## src/rtl/fsk_tone_mod.sv

```systemverilog
// Binary FSK modulator: one square-wave tone per serial bit, valid/ready input.
// Optional FSK_IDLE_MARK_EN: run the mark carrier on fsk_out while idle.
module fsk_tone_mod #(
  parameter int DIV_MARK   = 3,
  parameter int DIV_SPACE  = 6,
  parameter int BIT_CYCLES = 48,
  parameter int CNT_W      = 8
) (
  input  logic clk,
  input  logic reset,
  input  logic bit_in,
  input  logic bit_valid,
  output logic bit_ready,
  output logic fsk_out,
  output logic busy,
  output logic bit_done
);

  localparam logic [CNT_W-1:0] BIT_LAST  = CNT_W'(BIT_CYCLES - 1);
  localparam logic [CNT_W-1:0] MARK_LAST = CNT_W'(DIV_MARK - 1);
  localparam logic [CNT_W-1:0] SPC_LAST  = CNT_W'(DIV_SPACE - 1);

  typedef enum logic {
    IDLE,
    TX
  } state_t;

  state_t           state;
  state_t           state_nxt;
  logic [CNT_W-1:0] tone_cnt;
  logic [CNT_W-1:0] tone_cnt_nxt;
  logic [CNT_W-1:0] bit_cnt;
  logic [CNT_W-1:0] bit_cnt_nxt;
  logic [CNT_W-1:0] tone_last;
  logic             cur_bit;
  logic             cur_bit_nxt;
  logic             fsk_nxt;
  logic             end_of_bit;
  logic             accept;

  assign end_of_bit = (state == TX) && (bit_cnt == BIT_LAST);
  assign accept     = bit_valid && ((state == IDLE) || end_of_bit);
  assign tone_last  = cur_bit ? MARK_LAST : SPC_LAST;

  // State register
  always_ff @(posedge clk) begin
    if (!reset) begin
      state <= IDLE;
    end else begin
      state <= state_nxt;
    end
  end

  // Next-state logic
  always_comb begin
    state_nxt = state;
    case (state)
      IDLE:    if (accept) state_nxt = TX;
      TX:      if (end_of_bit && !bit_valid) state_nxt = IDLE;
      default: state_nxt = IDLE;
    endcase
  end

  // Tone and bit counter next values
  always_comb begin
    tone_cnt_nxt = tone_cnt;
    bit_cnt_nxt  = bit_cnt;
    cur_bit_nxt  = cur_bit;
    fsk_nxt      = fsk_out;
    case (state)
      IDLE: begin
        if (accept) begin
          cur_bit_nxt  = bit_in;
          tone_cnt_nxt = '0;
          bit_cnt_nxt  = '0;
          fsk_nxt      = 1'b0;
        end else begin
`ifdef FSK_IDLE_MARK_EN
          if (tone_cnt == MARK_LAST) begin
            tone_cnt_nxt = '0;
            fsk_nxt      = ~fsk_out;
          end else begin
            tone_cnt_nxt = tone_cnt + 1'b1;
          end
`else
          tone_cnt_nxt = '0;
          fsk_nxt      = 1'b0;
`endif
        end
      end
      TX: begin
        if (tone_cnt == tone_last) begin
          tone_cnt_nxt = '0;
          fsk_nxt      = ~fsk_out;
        end else begin
          tone_cnt_nxt = tone_cnt + 1'b1;
        end
        if (bit_cnt != BIT_LAST) begin
          bit_cnt_nxt = bit_cnt + 1'b1;
        end else if (bit_valid) begin
          // End-of-bit reload overrides the tone step above
          cur_bit_nxt  = bit_in;
          tone_cnt_nxt = '0;
          bit_cnt_nxt  = '0;
          fsk_nxt      = 1'b0;
        end else begin
          tone_cnt_nxt = '0;
`ifdef FSK_IDLE_MARK_EN
          fsk_nxt      = fsk_out;
`else
          fsk_nxt      = 1'b0;
`endif
        end
      end
      default: begin
        tone_cnt_nxt = '0;
        bit_cnt_nxt  = '0;
        fsk_nxt      = 1'b0;
      end
    endcase
  end

  always_ff @(posedge clk) begin
    if (!reset) begin
      tone_cnt <= '0;
      bit_cnt  <= '0;
      cur_bit  <= 1'b0;
      fsk_out  <= 1'b0;
    end else begin
      tone_cnt <= tone_cnt_nxt;
      bit_cnt  <= bit_cnt_nxt;
      cur_bit  <= cur_bit_nxt;
      fsk_out  <= fsk_nxt;
    end
  end

  // Output decode; all handshake outputs forced low while reset is asserted
  always_comb begin
    busy      = reset && (state == TX);
    bit_done  = reset && end_of_bit;
    bit_ready = reset && ((state == IDLE) || end_of_bit);
  end

endmodule

```

## config.mk

```make
export PLATFORM = sky130hd
export DESIGN_NAME = fsk_tone_mod
export DESIGN_NICKNAME = d
export VERILOG_FILES = /design/src/rtl/fsk_tone_mod.sv
export SDC_FILE = /design/constraint.sdc
export NUM_CORES = 1
export LEC_CHECK = 0
export ABC_CLOCK_PERIOD_IN_PS = 3900
export CAP_MARGIN = 5
export CORE_MARGIN = 5
export CORE_UTILIZATION = 58
export CTS_CLUSTER_SIZE = 16
export DETAILED_ROUTE_END_ITERATION = 10
export PLACE_DENSITY = 0.8
export SLEW_MARGIN = 20
export SYNTH_ARGS = -nofsm -noshare
export SYNTH_HDL_FRONTEND = slang
export SYNTH_SLANG_ARGS = --single-unit
```

## constraint.sdc

```tcl
create_clock -name clk -period 3.9 [get_ports clk]
set_clock_uncertainty 0.15 [all_clocks]
set_input_delay 0.39 -clock clk [delete_from_list [all_inputs] [get_ports clk]]
set_output_delay 0.39 -clock clk [all_outputs]
set_load 0.02 [all_outputs]
```

==> results.py <==
metrics = {
    "status": {
        "status": "finished clean",
    },
    "die": {
        "fp.dieArea_um2": 2466,
        "placementRows": 14,
        "pin_count": 8,
        "start_util": 0.6055,
        "die_h_um": 49.66,
        "core-area_um2": 1506,
        "fp.dieW_um": 49.66,
    },
    "cells_and_area": {
        "fin_util": 0.6694,
        "nets": 113,
        "n_fill_cell": 125,
        "syn2layout_area_growth_pct": 10.56,
        "diodes": 0,
        "layout-drive-gt1-share": 0.08491,
        "fin_area_um2": 1008,
    },
    "detailed_routing": {
        "dr_wl_met3_um": 70,
        "drc": 0,
        "via_per_inst": 6.115,
        "met2_wirelength_um": 832,
        "ant_nets": 0,
        "met1Wirelength_um": 780,
        "wl_per_cell_um": 13.98,
        "drtIter0Drc": 12,
        "vias": 746,
        "routed_wl_mm": 1.705,
        "routed.top_layer": "met4",
        "drtPass1Iterations": 4,
    },
    "global_routing": {
        "grt_usage": 0.1529,
        "grt_pass1_vias": 694,
        "antenna_found_initial": 0,
        "grt_pass1_wl_mm": 3.036,
        "grt_max_degree": 13,
        "overflow": 0,
    },
    "yosys": {
        "ys.flop_type": "dfxtp_1",
        "synth_top_family_by_area": "simple AND/OR/NAND/NOR gates",
        "synth.avg_cell_area_um2": 9.307,
        "synthesis.area_um2": 912.1,
        "syn-num-nets": 104,
        "synth_xor_area_frac": 0.06722,
        "synth_cell_types": 36,
        "synth_edf_count": 0,
        "async_flop_share": 0,
        "synth_mux_area_frac": 0,
        "netlist_instances": 98,
        "synth-compound-area-share": 0.1687,
        "yosysWarningCount": 0,
        "ys_seq_elements": 19,
        "yosys.area_share.adder": 0.02743,
        "ys_seq_area_frac": 0.4170,
        "synth_simple_gate_area_share": 0.2634,
    },
    "flow_run": {
        "maxCapViolCount": 0,
    },
    "worst_setup_path": {
        "worstSetupPathType": "reg -> out",
        "arrival_ns": 2.14,
        "path_max_fanout": 7,
        "crit_required_ns": 3.36,
        "critPathCaptureType": "output pin",
        "crit_path_start_kind": "flop",
    },
    "clock_network": {
        "root_buffer": "clkbuf_4",
        "cts.repair.resized": 0,
        "cts.path.max_buffers": 2,
        "cts-hold-fix-buffers": 0,
        "cts_buffers": 3,
        "cts_setup_buffers": 0,
        "cts.sinks": 19,
        "htree_levels": 1,
        "clk_pin_slew_worst_paths_ns": 0.10,
        "insertion_delay_ns": 0.28,
        "cts_tree": "built",
    },
    "timing": {
        "fin_crit_sh": 0.6870,
        "tightest_slew_ns": 0.3930,
        "setup_violations": 0,
        "post-route-min-period_ns": 2.679,
        "hold_viol": 0,
        "finalSetupTns_ns": 0,
        "rsz0062_at_grt": "no",
        "max_freq_mhz": 373.2,
        "maxSlewHeadroom": 0.7372,
        "slew_violations": 0,
    },
    "power_and_ir_drop": {
        "peakVddDrop_mv": 0.2299,
        "power-per-cell-area_nw_per_um2": 320.8,
        "p_leak_nw": 0.3775,
    },
    "placement": {
        "gp_congestion": 0.7345,
        "portBuffers": 7,
        "placedInstanceArea_um2": 982.2,
        "dpl.hpwl_mm": 1.285,
    },
    "min_path": {
        "hold_class": "reg -> reg",
    },
}
==> through the flow <==
step | hold WS [ns] | power (W) | std cells | setup WS, ns
after floorplan | 0.2868 | 0.0002236 | 98 | 2.072
after global placement | 0.3009 | 0.0002322 | 118 | 1.507
after detailed placement | 0.3203 | 0.0002333 | 118 | 1.471
after CTS | 0.3418 | 0.0003266 | 122 | 1.219
after global routing | 0.3831 | 0.0003419 | 122 | 1.055
final | 0.3353 | 0.0003236 | 122 | 1.221
==> path summary, 6_finish.rpt <==
path                                start  slack (ns)  cells past startpoint                      to
setup / recovery  bit_cnt[4]$_SDFFE_PN0P_        1.22                      4               bit_ready
hold / removal     tone_cnt[0]$_SDFF_PP0_        0.34                      1  tone_cnt[0]$_SDFF_PP0_
setup reg to reg   tone_cnt[3]$_SDFF_PP0_        2.12                      4  tone_cnt[5]$_SDFF_PP0_
hold reg to reg    tone_cnt[0]$_SDFF_PP0_        0.34                      1  tone_cnt[0]$_SDFF_PP0_
==> cell families (layout without fill, tap and decap cells) <==
logic type | count (synthesis) | in the layout
adder cells (fa/ha/maj) | 2 | 2
XOR/XNOR | 7 | 7
AND/OR/NAND/NOR | 42 | 42
flip-flops | 19 | 19
buffers and inverters | 8 | 16
AO/OA/AOI/OAI | 20 | 20
==> report_power, final <==
| part | internal [W] | switching, W |
|---|---|---|
| Sequential | 0.000197 | 0.00000471 |
| Clock | 0.0000397 | 0.0000551 |
| Combinational | 0.0000112 | 0.0000156 |
==> per-layer routing <==
| layer | track usage | vias to the layer above |
|---|---|---|
| met5 | 0 | - |
| met4 | 0.03930 | 0 |
| met1 | 0.1907 | 351 |
| li1 | - | 377 |
| met3 | 0.04217 | 4 |
| met2 | 0.2564 | 14 |
==> area by class of cell <==
cell class                      instances  area, um^2  share of cell area
Sequential cell                        19       380.4              0.3772
Clock buffer                            4       26.28             0.02605
Multi-Input combinational cell         71       480.5              0.4764
Tap cell                               16       20.02             0.01985
Timing Repair Buffer                    7       70.07             0.06948
Inverter                                5       31.28             0.03102
==> state kept, by name, summed over array words and instances (netlist names) <==
name / flops
state: 1
fsk_out: 1
tone_cnt: 8
cur_bit: 1
bit_cnt: 8
==> layout by cell type (no fill, tap or decap), types with 2 or more instances in the layout <==
cell type	Yosys	layout
nand3_1	6	6
a311oi_1	2	2
nor3_1	2	2
ha_1	2	2
a31oi_1	2	2
nand4bb_1	2	2
xor2_1	3	3
inv_1	4	4
a21oi_1	7	7
nand4_1	3	3
clkbuf_4	0	3
clkdlybuf4s50_1	0	7
or3_1	2	2
and3_1	3	3
xnor2_1	4	4
nor2_1	12	12
dfxtp_1	19	19
nand2_1	5	5
==> cells in the mapped netlist (2+ instances only) <==
cell type,n,area [um^2]
nand3_1,6,30.03
and3_1,3,18.77
a21oi_1,7,35.03
dfxtp_1,19,380.4
a311oi_1,2,17.52
nor3_1,2,10.01
nand4bb_1,2,22.52
xnor2_1,4,35.03
xor2_1,3,26.28
nand2_1,5,18.77
nand4_1,3,18.77
a31oi_1,2,12.51
or3_1,2,12.51
ha_1,2,25.02
inv_1,4,15.01
nor2_1,12,45.04
==> worst max-delay path, stage by stage (launching register included) <==
cell	delay, ns
dfxtp_1	0.38
nor4b_2	0.39
nand4_1	0.26
a21oi_1	0.21
clkdlybuf4s50_1	0.62
(Power assumes the default switching activity.)
